==> src/rtl/key_conditioner_pkg.sv <==
// Shared definitions for the push-button conditioning path: channel FSM
// encoding and the clock/debounce constants also used by the timer core.
package key_conditioner_pkg;

  localparam int CLK_HZ            = 50_000_000;
  localparam int DB_MS             = 20;
  localparam int DB_CYCLES_DEFAULT = (CLK_HZ / 1000) * DB_MS;

  typedef enum logic [1:0] {
    ST_UP     = 2'd0,
    ST_ARM_DN = 2'd1,
    ST_DOWN   = 2'd2,
    ST_ARM_UP = 2'd3
  } key_state_t;

endpackage

==> src/rtl/key_debounce_ch.sv <==
// One button channel: 2-flop synchronizer, debounce FSM with a saturating
// stability counter, and registered level / press / release outputs.
//
// state     | meaning
// ----------+---------------------------------------------------------
// ST_UP     | key released and accepted; waiting for a sampled 1
// ST_ARM_DN | sampled 1, counting stable samples before accepting press
// ST_DOWN   | key pressed and accepted; waiting for a sampled 0
// ST_ARM_UP | sampled 0, counting stable samples before accepting release
module key_debounce_ch
  import key_conditioner_pkg::*;
#(
  parameter int DB_CYCLES = DB_CYCLES_DEFAULT
) (
  input  logic i_clk,
  input  logic i_rst,
  input  logic i_key_raw,
  output logic o_level,
  output logic o_rise,
  output logic o_fall
);

  localparam int CNT_W = $clog2(DB_CYCLES + 1);
  localparam logic [CNT_W-1:0] CNT_LAST = CNT_W'(DB_CYCLES - 1);

  key_state_t       r_state;
  logic [CNT_W-1:0] r_cnt;
  logic             r_s1;
  logic             r_s2;
  logic             r_level;
  logic             r_rise;
  logic             r_fall;

  key_state_t       w_state_nxt;
  logic [CNT_W-1:0] w_cnt_nxt;
  logic             w_level_nxt;
  logic             w_rise_nxt;
  logic             w_fall_nxt;

  always_ff @(posedge i_clk or posedge i_rst) begin
    if (i_rst) begin
      r_s1    <= 1'b0;
      r_s2    <= 1'b0;
      r_state <= ST_UP;
      r_cnt   <= '0;
      r_level <= 1'b0;
      r_rise  <= 1'b0;
      r_fall  <= 1'b0;
    end else begin
      r_s1    <= i_key_raw;
      r_s2    <= r_s1;
      r_state <= w_state_nxt;
      r_cnt   <= w_cnt_nxt;
      r_level <= w_level_nxt;
      r_rise  <= w_rise_nxt;
      r_fall  <= w_fall_nxt;
    end
  end

  // Strobes default low so each one lasts exactly one cycle.
  always_comb begin
    w_state_nxt = r_state;
    w_cnt_nxt   = r_cnt;
    w_level_nxt = r_level;
    w_rise_nxt  = 1'b0;
    w_fall_nxt  = 1'b0;
    case (r_state)
      ST_UP: begin
        if (r_s2) begin
          w_state_nxt = ST_ARM_DN;
          w_cnt_nxt   = '0;
        end
      end
      ST_ARM_DN: begin
        if (!r_s2) begin
          w_state_nxt = ST_UP;
        end else if (r_cnt == CNT_LAST) begin
          w_state_nxt = ST_DOWN;
          w_level_nxt = 1'b1;
          w_rise_nxt  = 1'b1;
        end else begin
          w_cnt_nxt = r_cnt + 1'b1;
        end
      end
      ST_DOWN: begin
        if (!r_s2) begin
          w_state_nxt = ST_ARM_UP;
          w_cnt_nxt   = '0;
        end
      end
      ST_ARM_UP: begin
        if (r_s2) begin
          w_state_nxt = ST_DOWN;
        end else if (r_cnt == CNT_LAST) begin
          w_state_nxt = ST_UP;
          w_level_nxt = 1'b0;
          w_fall_nxt  = 1'b1;
        end else begin
          w_cnt_nxt = r_cnt + 1'b1;
        end
      end
      default: begin
        w_state_nxt = ST_UP;
      end
    endcase
  end

  assign o_level = r_level;
  assign o_rise  = r_rise;
  assign o_fall  = r_fall;

endmodule

==> src/rtl/key_conditioner.sv <==
// Board push-button conditioner: N_KEYS independent debounced channels
// feeding clean level and strobe vectors to the reaction-timer core.
module key_conditioner
  import key_conditioner_pkg::*;
#(
  parameter int N_KEYS    = 3,
  parameter int DB_CYCLES = DB_CYCLES_DEFAULT
) (
  input  logic              clk_50M,
  input  logic              clear,
  input  logic [N_KEYS-1:0] key_raw,
  output logic [N_KEYS-1:0] key_level,
  output logic [N_KEYS-1:0] key_rise,
  output logic [N_KEYS-1:0] key_fall
);

  for (genvar g = 0; g < N_KEYS; g++) begin : g_ch
    key_debounce_ch #(
      .DB_CYCLES(DB_CYCLES)
    ) u_ch (
      .i_clk    (clk_50M),
      .i_rst    (clear),
      .i_key_raw(key_raw[g]),
      .o_level  (key_level[g]),
      .o_rise   (key_rise[g]),
      .o_fall   (key_fall[g])
    );
  end

endmodule

==> config.mk <==
export PLATFORM = sky130hd
export DESIGN_NAME = key_conditioner
export DESIGN_NICKNAME = d
export VERILOG_FILES = /design/src/rtl/key_conditioner_pkg.sv /design/src/rtl/key_debounce_ch.sv /design/src/rtl/key_conditioner.sv
export SDC_FILE = /design/constraint.sdc
export NUM_CORES = 1
export LEC_CHECK = 0
export CELL_PAD_IN_SITES_DETAIL_PLACEMENT = 1
export CELL_PAD_IN_SITES_GLOBAL_PLACEMENT = 1
export CORE_ASPECT_RATIO = 0.6
export CORE_MARGIN = 1
export CORE_UTILIZATION = 30
export CTS_CLUSTER_DIAMETER = 200
export DETAILED_ROUTE_END_ITERATION = 7
export PLACE_DENSITY = 0.63
export SETUP_SLACK_MARGIN = 0.2
export SYNTH_ARGS = -nofsm -noshare
export SYNTH_HDL_FRONTEND = slang
export SYNTH_SLANG_ARGS = --single-unit
==> constraint.sdc <==
create_clock -name clk_50M -period 3.3 [get_ports clk_50M]
set_clock_uncertainty 0.15 [all_clocks]
set_input_delay 0.99 -clock clk_50M [delete_from_list [all_inputs] [get_ports clk_50M]]
set_output_delay 0.99 -clock clk_50M [all_outputs]
set_load 0.03 [all_outputs]
; ---- Yosys cells after proc, flatten, opt, wreduce, memory -nomap -nowiden
; Index checks and enable logic that the tools add are counted.
[op_classes]
n_bitwise = 0
mux = 69
n_mul = 0
div_mod_pow = 0
shifts = 0
reduce_logical = 15
n_eq_ne = 36
addsub = 3
n_lt_le_gt_ge = 0
[ops]
columns = cell, n
row1 = 20-bit two-way mux, 15
row2 = 20-bit one-hot mux with 4 select lines, 3
row3 = "20-bit by 1-bit adder with 20-bit output, second input constant", 3
row4 = "20-bit == test, second input constant", 3
row5 = 2-bit two-way mux, 18
row6 = 1-bit two-way mux, 27
row7 = "2-bit by 1-bit inequality test with 1-bit output, second input constant", 12
row8 = 2-bit one-hot mux with 4 select lines, 3
row9 = 4-bit AND reduction, 6
row10 = 5-bit AND reduction, 3
row11 = "2-bit == test, second input constant", 6
row12 = "2-bit inequality test, second input constant", 6
row13 = "3-bit by 1-bit inequality test with 1-bit output, second input constant", 3
row14 = "3-bit inequality test, second input constant", 3
row15 = "2-bit by 1-bit == test with 1-bit output, second input constant", 3
row16 = 2-bit logical NOT, 3
row17 = 1-bit one-hot mux with 2 select lines, 3
row18 = 2-bit nonzero test, 3
[totals]
latchBits = 0
elab_cells = 144
ram_bits = 0
output_inout_bits = 9
input_bits = 5
mem_bits_ro = 0
register_bits = 81
memories = 0

; ---- Depth between registers and ports, before layout
[depth]
ltp_word = 4
mapped_depth = 8
depth_no_buf = 7

; ---- Hierarchy
; From an unflattened synthesis, not the netlist that was laid out.
[hier_totals]
cells_unflattened = 457
area_unflattened_um2 = 4337.9
[by_module_without_submodules]
columns = mod, instances, area_per_inst_um2, cells_per_inst, seq_area_each_um2
row1 = key_debounce_ch at g_ch[0].u_ch ..., 2, 1441.4, 149, 675.6
row2 = key_debounce_ch at g_ch[2].u_ch, 1, 1455.1, 159, 675.6

; ---- Worst setup path after synthesis
; OpenSTA, ideal clock, no wires.
[synth_path]
kind = reg-to-reg
start = reg g_ch[1].u_ch.r_cnt[0]
end = reg g_ch[1].u_ch.r_cnt[18]
setup_time_ns = 0.069
t_required_ns = 3.081
path_slack_ns = 1.029
synth_period_minus_slack_ns = 2.271
path_buffers = 0
arrival_ns = 2.052
path_stages_with_launch = 7
path_cell_list = dfrtp_1 ha_1 and4_4 nand4_4 or4_4 or4b_1 nand3_1
[synth_via]
elab_chain_cells = 4
word_cells_on_any_way = 6
cone_classes = add/sub (1) / eq/ne (1) / mux (4)
[synth_rtl]
columns = element, line
row1 = from (decl), key_debounce_ch.sv:27  ; logic [CNT_W-1:0] r_cnt;
row2 = from (signal assigned), key_debounce_ch.sv:53  ; r_cnt <= w_cnt_nxt;
row3 = 20-bit by 1-bit adder with 20-bit output or 20-bit == test (tied branches), -
row4 = 20-bit two-way mux *, "key_debounce_ch.sv:77, key_debounce_ch.sv:94"
row5 = "20-bit two-way mux, on equally long branches", "key_debounce_ch.sv:92, key_debounce_ch.sv:75"
row6 = 20-bit one-hot mux with 4 select lines *, key_debounce_ch.sv:67  ; case (r_state)
; Mark *: on every way between the ends. The rest lies on a longest branch, timed or not. The select of a mux whose other input is x is not followed.
; A chain may end at the register's enable or synchronous reset.

; ---- Final worst setup path
[layout_path]
start = reg g_ch[0].u_ch.r_level
end = out key_level[0]
[layout_lines]
columns = element, line
row1 = from (decl), key_debounce_ch.sv:30  ; logic r_level;
row2 = from (signal assigned), key_debounce_ch.sv:54  ; r_level <= w_level_nxt;
row3 = to (decl), key_conditioner.sv:12  ; output logic [N_KEYS-1:0] key_level,
; No word-level cell between the ends.

==> metrics.cfg <==
[finish]
drive_above_1_share_pct = 7.741
n_antenna_cell = 0
final_cells = 670
final_common_cell = dfrtp_1
areaGrowthSynthToFinish_pct = 13.70
most-common-layout-cells = dfrtp_1 (81), nand2_1 (50), o21ai_0 (47)
final_nets = 481

[setup_path]
r2r_slack_ns = 0.78
cp-end-kind = output port
crit_fanout = 3
crit_family = buffers and inverters
worst-path-buf-inv = 1
cp_data_arrival_time_ns = 1.40
critical_path_class = flip-flop to output port
required_ns = 2.16
cp-start-kind = flip-flop
crit_path_cell_trace = clkdlybuf4s50_1
slowest_delay_ns = 0.69
slowest_stage = clkdlybuf4s50_1

[logic_synthesis]
post_synth_xor_area_fraction_pct = 2.803
async_flop_share_pct = 100.0
synthFlopType = dfrtp_1
syn_area_mm2 = 0.004329
synth_fa_ha_area_share_pct = 0.8671
synthesis.nets = 476
synth_edf_count = 0
synth_simple_gate_area_share_pct = 27.17
synth-seq-cells = 81
synth_top_area_cell = dfrtp_1
yosysTopAreaCellShare_pct = 46.82
syn_avg_cell_area_um2 = 9.250
synthCells = 468
yosys_warnings = 0
seq_area_frac_synth_pct = 46.82
ys_top_cells_by_area = dfrtp_1 (47%), o21ai_0 (5.4%), nand2_1 (4.3%)
synth_compound_area_share_pct = 15.72
synth.mux.area_fraction_pct = 1.272
yosysUniqueCellTypes = 61
synth_top_family_by_area = simple AND/OR/NAND/NOR gates

[clock_tree]
postCtsSetupBuffers = 0
cts_buffer_depth = 2
clkSlewWorstSetupHoldPaths_ns = 0.06
cts_made_buffers = 9
ctsHoldBuffers = 0
h-tree-depth = 3
clock_sinks = 81
cts_resized = 0
tritoncts = yes
cts_root_buf = clkbuf_16
clkLatencyLatePin_ns = 0.34

[drt]
routed_wl_um = 10850
viasPerCell = 5.293
postRouteAntennaNets = 0
drt_iter0_markers = 163
route.detailed.drc = 0
firstDrtPassIters = 4
vias = 3546
wire_per_inst_um = 16.20

[timing]
period_share_pct = 76.93
rsz0062_at_grt = false
min_period_ns = 2.539
timing.hold.ws_ns = 0.2002
slew_violations = 0
fmax_mhz = 393.9
fin_tns_setup_ns = 0
finalSetupViolations = 0
finalHoldViolCount = 0
maxSlewHeadroom_pct = 42.45
worst_pin_slew_ns = 0.8600

[power_and_ir_drop]
ir_drop_mv = 0.1959
power_density_mw_per_mm2 = 437.3
p_leak_uw = 0.001936

[place]
io_buffers = 13
dp.cells = 654
place.detailed.hpwl_um = 7434
gp_congestion = 0.7855

[die]
core.rowCount = 33
initial_utilization_pct = 31.20
die_w_um = 157.1
ios = 14
die-area_mm2 = 0.01493
dieHeight_um = 95.05
placeableCoreArea_mm2 = 0.01387

[grt]
grt_usage_pct = 16.30
overflow = 0
grt_max_degree = 82
grt_pass1_wl_um = 18890
first_global_vias = 3661
antenna_found_initial = 0

[outcome]
status = finished clean

[worst_hold_path]
hold_class = flip-flop to flip-flop

[flow_run]
cap_violations = 0

[flip-flops by register name (all words and copies together) (netlist names), named ones only]
| register | cells |
|---|---|
| g_ch.u_ch.o_level | 3 |
| g_ch.u_ch.r_cnt | 60 |
| g_ch.u_ch.o_rise | 3 |
| g_ch.u_ch.o_fall | 3 |
| g_ch.u_ch.r_s1 | 3 |
| g_ch.u_ch.r_s2 | 3 |
| g_ch.u_ch.r_state | 3 |
[metal layers]
layer | up-vias | share of wire, % | track usage, %
met5 | - | 0 | 0
met1 | 1788 | 56 | 23.94
met2 | 24 | 41 | 23.74
met4 | 0 | 1.1 | 5.502
li1 | 1724 | - | -
met3 | 10 | 2.4 | 3.273
[kinds of logic (layout without fill, tap and decap cells)]
logic type | after synthesis | count (layout)
AO/OA/AOI/OAI | 108 | 108
XOR/XNOR | 13 | 13
adder cells (fa/ha/maj) | 3 | 3
buffers and inverters | 50 | 60
flip-flops | 81 | 81
multiplexers | 5 | 5
AND/OR/NAND/NOR | 208 | 208
[cell type report]
type,count,area [µm²]
fill,1609,8951
multi-input combinational,337,2076
sequential,81,2027
clock buffer,12,256.5
tap,192,240.2
timing repair buffer,22,210.2
inverter,22,86.33
clock inverter,4,26.28
[Yosys cell counts, drive strengths merged, types with 6 or more instances]
cell     n
nor3    15
clkbuf  14
and2     6
and3     7
or4      8
nor4     8
inv     22
nand2   50
o21ai   47
nand4   19
o41ai    8
o31ai    7
buf     14
or3     10
nor2    28
nand3   28
a21oi   17
dfrtp   81
xnor2    9
[power breakdown]
| part | switching (µW) | internal (µW) | leakage, µW |
|---|---|---|---|
| logic | 84.0 | 45.7 | 0.000694 |
| clock network | 412 | 551 | 0.000139 |
| registers | 39.4 | 1020 | 0.00110 |
[final timing paths]
kind                                                 to  cells past startpoint             startpoint
worst max-delay path                       key_level[0]                      1   g_ch[0].u_ch.o_level
min in group asynchronous        g_ch[2].u_ch.r_cnt[13]                      3                  clear
worst min register to register        g_ch[1].u_ch.r_s2                      0      g_ch[1].u_ch.r_s1
worst min-delay path                  g_ch[1].u_ch.r_s2                      0      g_ch[1].u_ch.r_s1
worst max register to register   g_ch[1].u_ch.r_cnt[18]                      7  g_ch[1].u_ch.r_cnt[0]
max in group asynchronous       g_ch[1].u_ch.r_state[0]                      3                  clear
[metrics by stage]
stage | util [%] | worst slack, ns | total power, µW | instance area [µm²]
global route | 35.48 | 0.5745 | 2242 | 4922
floorplan | - | 1.029 | 1155 | 4333
detailed placement | 33.44 | 0.8348 | 1210 | 4639
finish | 35.48 | 0.7613 | 2153 | 4922
CTS | 35.48 | 0.7373 | 2193 | 4922
global placement | 33.44 | 0.9074 | 1202 | 4639
(Power assumes the default switching activity.)
